## src/rtl/seq_div8.sv

```systemverilog
// Sequential n-bit restoring divider: one quotient bit per clock, result after n RUN cycles.
// Define SEQ_DIV8_SIGNED_EN for two's-complement operands with overflow detection.
module seq_div8 #(
    parameter int unsigned n = 8
) (
    input  logic         Clock,
    input  logic         Resetn,
    input  logic         Start,
    input  logic [n-1:0] Dividend,
    input  logic [n-1:0] Divisor,
    output logic [n-1:0] Quotient,
    output logic [n-1:0] Remainder,
    output logic         Busy,
    output logic         Done,
    output logic         DivZero,
    output logic         Overflow
);

    localparam int unsigned CW = $clog2(n + 1);

    typedef enum logic [1:0] {IDLE, RUN, DONE} state_t;

    state_t        state_q;
    logic [CW-1:0] cnt_q;
    logic [n-1:0]  dvd_q;
    logic [n-1:0]  dvs_q;
    logic [n-1:0]  rem_q;

    logic [n:0]    shift_c;
    logic [n:0]    diff_c;
    logic [n-1:0]  rem_nxt_c;
    logic [n-1:0]  quo_nxt_c;
    logic [n-1:0]  dvd_mag_c;
    logic [n-1:0]  dvs_mag_c;

    // One restoring step: dividend bits leave at the MSB, quotient bits enter at the LSB.
    always_comb begin
        shift_c   = {rem_q, dvd_q[n-1]};
        diff_c    = shift_c - {1'b0, dvs_q};
        rem_nxt_c = diff_c[n] ? shift_c[n-1:0] : diff_c[n-1:0];
        quo_nxt_c = {dvd_q[n-2:0], ~diff_c[n]};
    end

`ifdef SEQ_DIV8_SIGNED_EN
    localparam logic [n-1:0] MOST_NEG = {1'b1, {(n-1){1'b0}}};

    logic qneg_q;
    logic rneg_q;
    logic ovf_q;

    always_comb begin
        dvd_mag_c = Dividend[n-1] ? n'(-Dividend) : Dividend;
        dvs_mag_c = Divisor[n-1]  ? n'(-Divisor)  : Divisor;
    end
`else
    always_comb begin
        dvd_mag_c = Dividend;
        dvs_mag_c = Divisor;
    end

    assign Overflow = 1'b0;
`endif

    always_ff @(posedge Clock or negedge Resetn) begin
        if (!Resetn) begin
            state_q   <= IDLE;
            cnt_q     <= '0;
            dvd_q     <= '0;
            dvs_q     <= '0;
            rem_q     <= '0;
            Quotient  <= '0;
            Remainder <= '0;
            Busy      <= 1'b0;
            Done      <= 1'b0;
            DivZero   <= 1'b0;
`ifdef SEQ_DIV8_SIGNED_EN
            qneg_q    <= 1'b0;
            rneg_q    <= 1'b0;
            ovf_q     <= 1'b0;
            Overflow  <= 1'b0;
`endif
        end else begin
            Done <= 1'b0;
            case (state_q)
                IDLE: begin
                    if (Start) begin
                        if (Divisor == '0) begin
                            // Divide by zero resolves immediately without entering RUN.
                            Quotient  <= '1;
                            Remainder <= Dividend;
                            DivZero   <= 1'b1;
                            Done      <= 1'b1;
`ifdef SEQ_DIV8_SIGNED_EN
                            Overflow  <= 1'b0;
`endif
                            state_q   <= DONE;
                        end else begin
                            dvd_q   <= dvd_mag_c;
                            dvs_q   <= dvs_mag_c;
                            rem_q   <= '0;
                            cnt_q   <= '0;
                            Busy    <= 1'b1;
`ifdef SEQ_DIV8_SIGNED_EN
                            qneg_q  <= Dividend[n-1] ^ Divisor[n-1];
                            rneg_q  <= Dividend[n-1];
                            ovf_q   <= (Dividend == MOST_NEG) && (Divisor == '1);
`endif
                            state_q <= RUN;
                        end
                    end
                end
                RUN: begin
                    dvd_q <= quo_nxt_c;
                    rem_q <= rem_nxt_c;
                    cnt_q <= cnt_q + CW'(1);
                    if (cnt_q == CW'(n - 1)) begin
`ifdef SEQ_DIV8_SIGNED_EN
                        Quotient  <= qneg_q ? n'(-quo_nxt_c) : quo_nxt_c;
                        Remainder <= rneg_q ? n'(-rem_nxt_c) : rem_nxt_c;
                        Overflow  <= ovf_q;
`else
                        Quotient  <= quo_nxt_c;
                        Remainder <= rem_nxt_c;
`endif
                        DivZero   <= 1'b0;
                        Busy      <= 1'b0;
                        Done      <= 1'b1;
                        state_q   <= DONE;
                    end
                end
                DONE: begin
                    state_q <= IDLE;
                end
                default: begin
                    state_q <= IDLE;
                end
            endcase
        end
    end

endmodule

```

## config.mk

```make
export PLATFORM = sky130hd
export DESIGN_NAME = seq_div8
export DESIGN_NICKNAME = d
export VERILOG_FILES = /design/src/rtl/seq_div8.sv
export SDC_FILE = /design/constraint.sdc
export NUM_CORES = 1
export LEC_CHECK = 0
export CORE_ASPECT_RATIO = 1.75
export CORE_MARGIN = 10
export CORE_UTILIZATION = 35
export CTS_BUF_LIST = sky130_fd_sc_hd__clkbuf_8 sky130_fd_sc_hd__clkbuf_16
export DETAILED_ROUTE_END_ITERATION = 16
export PLACE_DENSITY = 0.67
export SYNTH_ARGS = -nofsm -noshare
export SYNTH_HDL_FRONTEND = slang
export SYNTH_SLANG_ARGS = --single-unit
```

## constraint.sdc

```tcl
create_clock -name Clock -period 5.5 [get_ports Clock]
set_clock_uncertainty 0.15 [all_clocks]
set_input_delay 1.1 -clock Clock [delete_from_list [all_inputs] [get_ports Clock]]
set_output_delay 1.1 -clock Clock [all_outputs]
set_load 0.01 [all_outputs]
```

Word-level counts from Yosys, hierarchy flattened
Cells that the tools add are included.
- $add $sub $neg: 2
- $mul: 0
- div/mod/pow operators: 0
- magnitude comparators: 0
- equality and inequality tests: 6
- shift operators: 0
- mux-type cells: 33
- bitwise gates (word level): 2
- reduce and logical (&&, ||, !) cells: 8
- operators with widths (kind ; count):
    $mux 8 ; 11
    $pmux 8 s2 ; 4
    $sub 9x8->9 ; 1
    $logic_not 8->1 ; 1
    $mux 1 ; 8
    $mux 4 ; 2
    $ne 2x2->1 const B ; 4
    $pmux 4 s2 ; 1
    $reduce_and 4->1 ; 2
    $mux 2 ; 3
    $pmux 1 s2 ; 3
    $reduce_and 3->1 ; 2
    $add 4x1->4 const B ; 1
    $eq 4x3->1 const B ; 1
    $pmux 2 s2 ; 1
    $eq 2x1->1 const B ; 1
    $logic_not 2->1 ; 1
    $not 1->1 ; 2
    $reduce_and 2->1 ; 1
    $reduce_bool 2->1 ; 1
- bits in registers: 49
- bits in latches: 0
- memory bits (writable): 0
- memory bits (read-only): 0
- input bits: 19
- output and inout port bits: 20
- logic and storage cells: 61
- memories: 0

Logic depth before layout (Yosys ltp)
- depth in word-level cells: 4
- mapped depth: 10
- mapped depth without buffers: 10

Worst setup path after synthesis
No wires, ideal clock.
- path kind: register to register
- from: reg dvd_q[7]
- to: reg Remainder[1]
- library setup time: 0.082 ns
- arrival: 2.330 ns
- data required time: 5.268 ns
- setup slack: 2.938 ns
- cell stages (with the launch flop): 11
- buffers on the path: 0
- period minus slack after synthesis: 2.562 ns
- cells stage by stage: dfrtp_1 inv_1 ha_1 inv_1 fa_1 a211oi_2 o21ai_2 o22ai_4 xor2_2 mux2_2 a31oi_1
- cells in the longest elaborated chain, start to end: 4
- RTL lines (item ; line ; text):
    from (decl) ; 25 ; logic [n-1:0] dvd_q;
    from (signal assigned) ; 98 ; dvd_q <= dvd_mag_c;
    from (signal assigned) ; 113 ; dvd_q <= quo_nxt_c;
    $sub 9x8->9 ; 39 ; diff_c = shift_c - {1'b0, dvs_q};
    $mux 8 ; 40 ; rem_nxt_c = diff_c[n] ? shift_c[n-1:0] : diff_c[n-1:0];
    $mux 8 ; 116 ; if (cnt_q == CW'(n - 1)) begin
    $pmux 8 s2 ; 84 ; case (state_q)
    to (signal assigned) ; 90 ; Remainder <= Dividend;
    to (signal assigned) ; 123 ; Remainder <= rem_nxt_c;
    to (decl) ; 12 ; output logic [n-1:0] Remainder,
No other way between the ends. The select of a mux whose other input is x is not followed.
A chain may end at the register's enable or synchronous reset.

Worst setup path in the final report
- from: in Divisor[5]
- to: reg Remainder[0]
- cells in the longest elaborated chain, start to end: 3
- RTL lines (item ; line ; text):
    from (decl) ; 10 ; input logic [n-1:0] Divisor,
    $logic_not 8->1 ; 87 ; if (Divisor == '0) begin
    $ne 2x2->1 (no source line) ; - ;
    $reduce_and 4->1 (no source line) ; - ;
No other way between the ends.

==> impl_results.md <==
* Outcome: finished clean
* Initial core utilization at 0.356
* Grt ovf at 0
* Hold WC Path Type: reg -> reg
* Clock network power share at 0.135
* Clock slew at reported path FFs at roughly 0.060 ns
* FMAX at about 280 MHz
* Power Total at 2250 uW
* Nets at roughly 340
* Yosys top cell by area: dfrtp_1
* Fill cells at 726
* DP Area at 3000 um2
* Synth warn at 0
* Sw power at ~950 uW
* Design area at 3140 um2
* Syn-to-layout area delta at 22.7%
* Post-synth top area share at 0.479
* Total CTS buffers at 5
* Initial DRC count at ~130
* Height of the die at 133 um
* Flops & latches, synth at a little under 50
* RePlAce Congestion at 0.822
* Die X-Extent at 84.7 um
* Clk Latency, worst-skew pair at 0.29 ns
* Setup violators final at 0
* CTS resizes at 0
* Max_cap viols at 0
* Sequential share of the synthesized area at 0.479
* Share of layout cells above drive strength 1 at 0.0850
* Largest net degree at the start of global routing at 50
* Total track usage at 0.120
* Port Buf Inserts at 37
* Switch share at 0.423
* Rows at 41
* Sequential power share at 0.299
* Synthesized area at 2560 um2
* Worst Path Arrival at 3.66 ns
* Vias in the first global route at 2,251
* N_diodes at 0
* Core ar. at around 7200 um2
* Worst-path maximum fanout at 24
* Setup WS pre-CTS at 1.61 ns
* DR vias at 2,168
* Clock Tree Root: clkbuf_16
* Worst endpoint required time at 5.53 ns
* Final Routed Wirelength at 6.58 mm
* Pleak at 0.00135 uW
* Via density at 5.53
* Hold Fails Final Rpt at 0
* Setup ws final at 1.87 ns
* Count of different cell masters after synthesis at 53
* Post-layout minimum cycle time at 3.63 ns
* TNS Setup at 0 ns
* Post-synth EDFFs at 0
* Pint at between 1000 and 1500 uW
* Reg2reg setup slack at roughly 2.6 ns
* Synthesized area per cell at 9.45 um2
* WL/cell at 16.8 um
* Critical Path Sink Type: flip-flop
* Hold_ws at 0.347 ns
* Syn Nets at 300
* Clock sinks at 49
* Slew headroom at 0.189
* RSZ-0062 raised after global routing: false
* Detail Route Antenna Nets at 0
* Slew @ Worst Pin at 1.21 ns
* Worst Setup Start Kind: input pin
* Final Max Slew Viols at 0
* Die area at 11,300 um2
* Initial antenna violation count at 0
* H-tree depth at 2
* Period Utilization, post-route at 0.661
* DRT Pass-1 Iters at 4
* Global-route wire length before repair at between 10 and 15 mm
* Pwr Density at 716 nW/um2
* Max clock buf depth at 2
* Post-synth ARST share at 1.00
* Synth Flop Type: dfrtp_1
* DP HPWL at 5.02 mm
* Post-synthesis instance total at ~270
* Num ports at 39
* CTS tree: yes
* Synth area leaders: dfrtp_1 (48%), nand2_1 (6.3%), a31oi_1 (4.4%), ha_1 (4.4%), o21ai_0 (4.1%)
* Critical path class: in -> reg
* Hold Buf Count CTS at 0
* Residual DRC count at 0
* Logic pwr share at 0.566
* Post-CTS Setup Bufs at 0
* Max VDD drop at between 0.2 and 0.3 mV
[Yosys cell counts (4+ instances only)]
library cell	n
nand2_1	43
o22ai_1	5
a21o_1	4
mux2i_1	4
a21oi_1	12
clkbuf_1	5
dfrtp_1	49
a31oi_1	18
o21ai_0	21
nor3_1	6
nor2_1	26
ha_1	9
buf_2	4
inv_1	16
[placed cells by master, fill, tap and decap left out, drive strengths merged, types with 4 or more instances in the layout]
cell type and count:
a21o 5, a21oi 13, a31oi 18, buf 4, clkbuf 6, clkdlybuf4s50 36, dfrtp 49, ha 9
inv 17, mux2i 4, nand2 44, nor2 26, nor3 7, o21ai 22, o22ai 6, xnor2 4
[final timing paths]
path	end	from	depth (start not counted)
worst max register to register	Remainder[1]$_DFFE_PN0P_	dvd_q[7]$_DFFE_PN0P_	10
worst min register to register	cnt_q[0]$_DFFE_PN0P_	cnt_q[0]$_DFFE_PN0P_	1
min in group asynchronous	rem_q[5]$_DFFE_PN0P_	Resetn	2
worst max-delay path	Remainder[0]$_DFFE_PN0P_	Divisor[5]	6
max in group asynchronous	cnt_q[1]$_DFFE_PN0P_	Resetn	2
worst min-delay path	cnt_q[0]$_DFFE_PN0P_	cnt_q[0]$_DFFE_PN0P_	1
[critical path, cell delays in order]
cell and delay [ns]:
clkdlybuf4s50_1 0.43, nor4_2 0.64, nand4b_1 0.26, a21oi_2 0.80, nand2_1 0.10, o32a_1 0.31
[flip-flops by register name (all words and copies together), names as in the netlist]
signal,flops
Busy,1
dvd_q,8
state_q,2
cnt_q,4
rem_q,8
dvs_q,8
Quotient,8
Remainder,8
DivZero,1
Done,1
[per-layer routing]
| layer | GRT usage | vias up | wire length [um] |
|---|---|---|---|
| met5 | 0 | - | 0 |
| met1 | 0.117 | 1076 | 2380 |
| li1 | - | 1024 | - |
| met4 | 0.0689 | 0 | 243 |
| met3 | 0.0275 | 13 | 277 |
| met2 | 0.222 | 55 | 3670 |
[final cells by class]
cell class	instances	area [um2]	area share
clock inverter	1	3.75	0.00120
multi-input combinational	194	1220	0.387
inverter	16	60.1	0.0191
sequential	49	1230	0.390
timing repair buffer	40	388	0.124
clock buffer	6	139	0.0442
tap	86	108	0.0343
[stage by stage]
stage,utilization,instances
6_report,0.437,392
5_1_grt,0.437,392
4_1_cts,0.437,392
3_5_place_dp,0.417,385
3_3_place_gp,0.417,385
2_1_floorplan,-,271
[power groups by stage]
stage / logic, uW / registers (uW) / clock network (uW)
2_1_floorplan: 907 / 655 / 0
3_3_place_gp: 1230 / 674 / 0
3_5_place_dp: 1270 / 679 / 0
4_1_cts: 1280 / 674 / 308
5_1_grt: 1420 / 700 / 322
6_report: 1270 / 672 / 303
[logic make-up (layout without fill, tap and decap cells)]
kind of cell / Yosys count / after routing / synth area share
AOI/OAI and AO/OA: 82 / 82 / 0.215
xor gates and xnor gates: 6 / 6 / 0.0264
adders and majority gates: 10 / 10 / 0.0518
buffers and inverters: 28 / 63 / 0.0459
DFF: 49 / 49 / 0.479
muxes: 6 / 6 / 0.0244
other: 1 / 1 / 0.00146
and+or+nand+nor: 89 / 89 / 0.156
Note: power is estimated with default switching activity, not from simulation.
